==> src/rtl/f_mon_pkg.sv <==
// Shared types and constants for the f-stream pattern monitor.
package f_mon_pkg;

    // Prefix progress towards the 1-1-0-1 pattern
    typedef enum logic [1:0] {
        S0   = 2'd0,
        S1   = 2'd1,
        S11  = 2'd2,
        S110 = 2'd3
    } pat_state_t;

    // Detected bit pattern, oldest bit in the MSB
    localparam logic [3:0] PATTERN = 4'b1101;

endpackage

==> src/rtl/sat_counter.sv <==
// Saturating up-counter with synchronous zero (priority over inc) and an
// overflow pulse when an increment is requested while already all-ones.
module sat_counter #(
    parameter int unsigned W = 8
) (
    input  logic         clk,
    input  logic         rst,
    input  logic         inc,
    input  logic         zero,
    output logic [W-1:0] q,
    output logic         ovf
);

    logic [W-1:0] q_q;
    logic [W-1:0] q_d;

    // Next count: zero wins, otherwise increment until all-ones
    always_comb begin
        q_d = q_q;
        ovf = 1'b0;
        if (zero) begin
            q_d = '0;
        end else if (inc) begin
            if (&q_q) begin
                ovf = 1'b1;
            end else begin
                q_d = q_q + W'(1);
            end
        end
    end

    // Count register
    always_ff @(posedge clk or posedge rst) begin
        if (rst) begin
            q_q <= '0;
        end else begin
            q_q <= q_d;
        end
    end

    assign q = q_q;

endmodule

==> src/rtl/f_pattern_detect.sv <==
// Monitors the qualified f bit stream: detects overlapping 1-1-0-1 matches
// and keeps saturating match / run-length statistics.
module f_pattern_detect
    import f_mon_pkg::*;
#(
    parameter int unsigned CNT_W = 8
) (
    input  logic             clk,
    input  logic             rst,
    input  logic             f_in,
    input  logic             f_vld,
    input  logic             clr,
    output logic             det,
    output logic [CNT_W-1:0] match_cnt,
    output logic [CNT_W-1:0] run_len,
    output logic [CNT_W-1:0] max_run,
    output logic             sat
);

    pat_state_t       state_q;
    pat_state_t       state_d;
    logic             det_q;
    logic             det_d;
    logic [CNT_W-1:0] max_run_q;
    logic [CNT_W-1:0] max_run_d;
    logic             sat_q;
    logic             sat_d;

    logic             take;
    logic             match;
    logic             run_inc;
    logic             run_zero;
    logic             match_ovf;
    logic             run_ovf;
    logic [CNT_W-1:0] run_nxt;

    // Sample qualification; clr discards a coincident sample
    assign take     = f_vld & ~clr;
    assign match    = take & f_in & (state_q == S110);
    assign run_inc  = take & f_in;
    assign run_zero = clr | (take & ~f_in);

    // Pattern FSM next state
    always_comb begin
        state_d = state_q;
        if (clr) begin
            state_d = S0;
        end else if (f_vld) begin
            case (state_q)
                S0:      state_d = f_in ? S1  : S0;
                S1:      state_d = f_in ? S11 : S0;
                S11:     state_d = f_in ? S11 : S110;
                S110:    state_d = f_in ? S1  : S0;
                default: state_d = S0;
            endcase
        end
    end

    // Match pulse, running maximum and sticky saturation flag
    always_comb begin
        det_d     = match;
        run_nxt   = run_len;
        max_run_d = max_run_q;
        sat_d     = sat_q | match_ovf | run_ovf;
        if (run_zero) begin
            run_nxt = '0;
        end else if (run_inc && !(&run_len)) begin
            run_nxt = run_len + CNT_W'(1);
        end
        if (clr) begin
            max_run_d = '0;
            sat_d     = 1'b0;
        end else if (run_nxt > max_run_q) begin
            max_run_d = run_nxt;
        end
    end

    // FSM and output registers
    always_ff @(posedge clk or posedge rst) begin
        if (rst) begin
            state_q   <= S0;
            det_q     <= 1'b0;
            max_run_q <= '0;
            sat_q     <= 1'b0;
        end else begin
            state_q   <= state_d;
            det_q     <= det_d;
            max_run_q <= max_run_d;
            sat_q     <= sat_d;
        end
    end

    sat_counter #(.W(CNT_W)) u_match_cnt (
        .clk  (clk),
        .rst  (rst),
        .inc  (match),
        .zero (clr),
        .q    (match_cnt),
        .ovf  (match_ovf)
    );

    sat_counter #(.W(CNT_W)) u_run_len (
        .clk  (clk),
        .rst  (rst),
        .inc  (run_inc),
        .zero (run_zero),
        .q    (run_len),
        .ovf  (run_ovf)
    );

    assign det     = det_q;
    assign max_run = max_run_q;
    assign sat     = sat_q;

endmodule

==> config.mk <==
export PLATFORM = sky130hd
export DESIGN_NAME = f_pattern_detect
export DESIGN_NICKNAME = d
export VERILOG_FILES = /design/src/rtl/f_mon_pkg.sv /design/src/rtl/sat_counter.sv /design/src/rtl/f_pattern_detect.sv
export SDC_FILE = /design/constraint.sdc
export NUM_CORES = 1
export LEC_CHECK = 0
export ABC_AREA = 1
export BUFFER_PORTS_ARGS = -buffer_cell sky130_fd_sc_hd__clkbuf_2
export CAP_MARGIN = 10
export CORE_AREA = 2 2 66 68
export DETAILED_ROUTE_END_ITERATION = 10
export DIE_AREA = 0 0 68 70
export GPL_ROUTABILITY_DRIVEN = 0
export PLACE_DENSITY = 0.75
export SYNTH_ARGS = -nofsm -noshare
export SYNTH_HDL_FRONTEND = slang
export SYNTH_HIERARCHICAL = 1
export SYNTH_SLANG_ARGS = --single-unit
==> constraint.sdc <==
create_clock -name clk -period 2.3 [get_ports clk]
set_input_delay 0.23 -clock clk [delete_from_list [all_inputs] [get_ports clk]]
set_output_delay 0.23 -clock clk [all_outputs]
set_load 0.02 [all_outputs]
* Word-level counts from Yosys, hierarchy flattened
Cells that the tools add are included.
Operators by class: add/sub/neg operators 2, $lt $le $gt $ge 1, eq/ne operators 5, multiplexer cells 23, bitwise gates (word level) 9, reduce and logical (&&, ||, !) cells 12
Operator list (count):
- $mux W8 | 10
- $add A8 B1 Y8 const B | 2
- $reduce_and A8 Y1 | 2
- $mux W1 | 9
- $gt A8 B8 Y1 | 1
- $reduce_bool A2 Y1 | 4
- $mux W2 | 3
- $pmux W2 S3 | 1
- $and A1 B1 Y1 | 4
- $eq A2 B2 Y1 const B | 2
- $ne A2 B2 Y1 const B | 2
- $reduce_and A2 Y1 | 2
- $or A1 B1 Y1 | 3
- $eq A2 B1 Y1 const B | 1
- $logic_not A2 Y1 | 1
- $not A1 Y1 | 2
- $reduce_or A2 Y1 | 1
- $logic_and A1 B1 Y1 | 1
- $logic_not A1 Y1 | 1
Storage, ports and cells: register bits after elaboration 28, input bits 5, output and inout bits 26

* Longest topological paths before layout
depth after elaboration 9, gate-level depth with buffers 21, gate-level depth less buffers 20

* By module
The synthesis kept the hierarchy.
By module, submodules not included:
- f_pattern_detect | instances 1, cells an instance 153, area each 1042.2 µm², sequential area each 300.3 µm²
- sat_counter | instances 2, cells an instance 69, area each 489.2 µm², sequential area each 200.2 µm²

* Worst setup path after synthesis
Ideal clock, no wire load.
path kind register -> register, start point register u_run_len.q_q[0] (netlist: u_run_len/q[0]), end point register max_run_q[5] (netlist: max_run[5]), library setup time 0.117 ns, arrival time 2.349 ns, data required time 2.183 ns, path slack -0.166 ns, stages on the path, launching flop included 19, buffers on the path 1, period minus slack after synthesis 2.466 ns, path through dfrtp_1 -> ha_1 -> nand3_1 -> inv_1 -> nand2_1 -> buf_6 -> nand3_2 -> nand2_1 -> nand2_1 -> nor2_2 -> ha_1 -> a21oi_1 -> nor2_1 -> nor2_1 -> nand2_1 -> nand2_2 -> nand2_1 -> nand2_1 -> nand2_1
On the way: cells in the longest elaborated chain, start to end 7
RTL lines:
- from (decl) | line sat_counter.sv:14 | logic [W-1:0] q_q;
- from (signal assigned) | line sat_counter.sv:37 | q_q <= q_d;
- parallel branches: the longest is 3 deep, another holds $add A8 B1 Y8
- $mux W8 * | line f_pattern_detect.sv:67 | end else if (run_inc && !(&run_len)) begin
- $mux W8 * | line f_pattern_detect.sv:65 | if (run_zero) begin
- $gt A8 B8 Y1 / $mux W8 (equally long branches) | line f_pattern_detect.sv:73 | end else if (run_nxt > max_run_q) begin
- $reduce_bool A2 Y1 (no line) / $mux W8 (equally long branches)
- to (signal assigned) | line f_pattern_detect.sv:88 | max_run_q <= max_run_d;
- to (decl) | line f_pattern_detect.sv:24 | logic [CNT_W-1:0] max_run_q;
Every way passes the cells marked *. The select of a mux whose other input is x is not followed. A chain may end at the register's enable or synchronous reset.

* Final worst setup path
start point register u_run_len.q_q[2] (netlist: u_run_len/q[2]), end point register max_run_q[2] (netlist: max_run[2])
Same word-level chain as after synthesis.

==> flow_summary.json <==
{
  "cp-end-kind": "register",
  "area_growth_pct": 27.3,
  "dieArea_um2": 4760,
  "ioPinCount": 31,
  "initial_core_util": 0.488,
  "ant_nets": 0,
  "cellLeakagePower_nw": 1.37,
  "drcViolationCount": 0,
  "p_seq_frac": 0.543,
  "dieHeight_um": 70,
  "post-route-period-util": 0.957,
  "multi_input_area_um2": 1240,
  "dr.pass1.iters": 4,
  "layout.nets": 369,
  "tns_ns": 0,
  "antenna_cells": 0,
  "fillers": 372,
  "hpwl_um": 3580,
  "overflow": 0,
  "drive_above_1_share": 0.284,
  "pre_cts_ws_ns": -0.122,
  "via_per_inst": 5.08,
  "worstReg2RegStart": "u_run_len/q[2]$_DFFE_PP0P_",
  "cts_buffers": 3,
  "hold_viol": 0,
  "finalClockSkew_ns": 0.00915,
  "synth_cells": 291,
  "internal_power_mw": 0.682,
  "io_buffer_count": 30,
  "ys.warnings.count": 6,
  "clockBufferDepth": 2,
  "power_density_nw_per_um2": 359,
  "synth_fp_nets": 310,
  "setup_viol": 0,
  "worst_slew_pin_slew_ns": 0.500,
  "setup.worst_path.start_class": "register",
  "vias": 2037,
  "antenna_found_initial": 0,
  "yosysUniqueCellTypes": 27,
  "synth_area_um2": 2020,
  "cap_violations": 0,
  "synth-seq-cells": 28,
  "crit_required_ns": 2.50,
  "worstSetupPathType": "register to register",
  "cts_root_buf": "clkbuf_8",
  "critPathBufInv": 4,
  "insertion_delay_ns": 0.29,
  "grt_pass1_vias": 1803,
  "p_comb_frac": 0.105,
  "ir_drop_uv": 226,
  "arrival_ns": 2.40,
  "worst_path_most_repeated_cell": "nand2_1",
  "cts_tree": "built",
  "crit_path_start": "u_run_len/q[2]$_DFFE_PP0P_",
  "finalPower_mw": 0.923,
  "seq_area_um2": 703,
  "crit_slowest_cell": "dfrtp_1",
  "min_path_type": "input pin to register",
  "grt_max_degree": 16,
  "routed_wl_um": 4850,
  "grt_pass1_wl_um": 7930,
  "final_max_slew_viol_count": 0,
  "worst_hold_slack_ns": 0.195,
  "track_usage": 0.211,
  "worstPathCellList": "buf_4, nand3_2, inv_2, nand2_4, buf_4, nand2_1, nand2_1, a21oi_2, ha_1, nand2_1, nor2_2, nand4_1, nand2_2, buf_4, nand3_1, nand2_1",
  "relSlewSlack": 0.666,
  "period_needed_ns": 2.20,
  "postSynthAreaPerCell_um2": 6.94,
  "ys_seq_area_frac": 0.347,
  "wl_per_cell_um": 12.1,
  "clock-sinks": 28,
  "cp_max_fo": 5,
  "die_w_um": 68,
  "core_area_um2": 4140,
  "fmax_ghz": 0.454,
  "final_core_util": 0.621,
  "drt_iter0_markers": 137,
  "power.share.clock": 0.353,
  "crit_family": "simple AND/OR/NAND/NOR gates",
  "fin_ws_ns": 0.0986,
  "rows": 24,
  "clk_pin_slew_ns": 0.11,
  "status": "finished, final reports clean",
  "switching_power_mw": 0.241,
  "swShare": 0.261,
  "cts_htree_levels": 1,
  "min_from": "clr",
  "cpPeakStageDelay_ns": 0.43
}
[stage by stage]
step	instances	area (µm²)
after floorplan	291	2040
after global placement	390	2390
after detailed placement	390	2390
after CTS	395	2460
after global routing	401	2570
final	401	2570
[worst reg2reg max path: stages (launching register included)]
cell and delay (ns):
dfrtp_1 0.43, buf_4 0.14, nand3_2 0.09, inv_2 0.11, nand2_4 0.08, buf_4 0.14
nand2_1 0.05, nand2_1 0.05, a21oi_2 0.17, ha_1 0.25, nand2_1 0.08, nor2_2 0.05
nand4_1 0.11, nand2_2 0.10, buf_4 0.15, nand3_1 0.06, nand2_1 0.05
[repair_timing]
item	CTS	global route
hold buffers	1	0
buffers inserted	0	5
resized for setup	2	18
hold endpoints to repair	28	0
setup endpoints to repair	8	8
pin swaps	0	9
gates cloned	0	1
[cell usage in the layout (no fill, tap or decap), types with 5 or more instances in the layout]
master    count
nor2_1       17
nand3_1      47
nand2_1      92
nand2_2       6
inv_1        35
dfrtp_1      26
nor2_2        9
a21oi_1       5
clkbuf_2     30
buf_4        20
a21oi_2       6
ha_1         12
[cells in the mapped netlist (all sizes together)]
cell	count	area, µm²
nand2	101	402
nand3	51	273
inv	38	143
nor2	29	134
dfrtp	28	701
ha	14	175
a21oi	11	70.1
o21ai	3	15.0
xor2	3	26.3
clkinv	2	7.51
nand4	2	12.5
o21bai	2	15.0
or2	2	12.5
a21o	1	7.51
buf	1	11.3
clkbuf	1	3.75
nand3b	1	7.51
nor3	1	5.00
[power by group through the flow]
| stage | clock network [mW] | logic, mW | registers, mW |
|---|---|---|---|
| 2_1_floorplan | 0 | 0.0536 | 0.513 |
| 3_3_place_gp | 0 | 0.0889 | 0.510 |
| 3_5_place_dp | 0 | 0.0901 | 0.510 |
| 5_1_grt | 0.345 | 0.109 | 0.502 |
| 4_1_cts | 0.327 | 0.0916 | 0.501 |
| 6_report | 0.325 | 0.0967 | 0.501 |
[metal layers]
layer | wire (µm) | global-route usage | vias up
met5 | 0 | 0 | -
met4 | 48 | 0.0467 | 0
met3 | 201 | 0.0242 | 5
met2 | 2350 | 0.325 | 42
met1 | 2250 | 0.315 | 949
li1 | - | - | 1041
[final timing paths]
check	to	slack [ns]	depth (start not counted)
max	max_run[2]$_DFFE_PP0P_	0.1	16
max in group asynchronous	max_run[7]$_DFFE_PP0P_	1.46	3
min	sat$_DFF_PP0_	0.20	2
max reg2reg	max_run[2]$_DFFE_PP0P_	0.1	16
min in group asynchronous	u_run_len/q[7]$_DFFE_PP0P_	0.44	3
min reg2reg	sat$_DFF_PP0_	0.54	2
[registers in the layout, indices dropped and copies added (netlist names)]
signal	cells
u_match_cnt/q	8
det	1
sat	1
state_q	2
max_run	8
u_run_len/q	8
[layout make-up]
class	instances	area share
inverters	40	0.0584
flip-flops and latches	28	0.273
multi-input cells	222	0.483
well taps	52	0.0253
clock buffers	4	0.0214
repair buffers	55	0.138
[cells by family (layout without fill, tap and decap cells)]
| logic type | count (synthesis) | after routing | synth area share |
|---|---|---|---|
| XOR/XNOR | 3 | 3 | 0.0130 |
| adder cells (fa/ha/maj) | 14 | 14 | 0.0867 |
| AND/OR/NAND/NOR | 187 | 188 | 0.419 |
| AO/OA/AOI/OAI | 17 | 17 | 0.0532 |
| flip-flops | 28 | 28 | 0.347 |
| buffers and inverters | 42 | 99 | 0.0817 |
(Power assumes the default switching activity.)
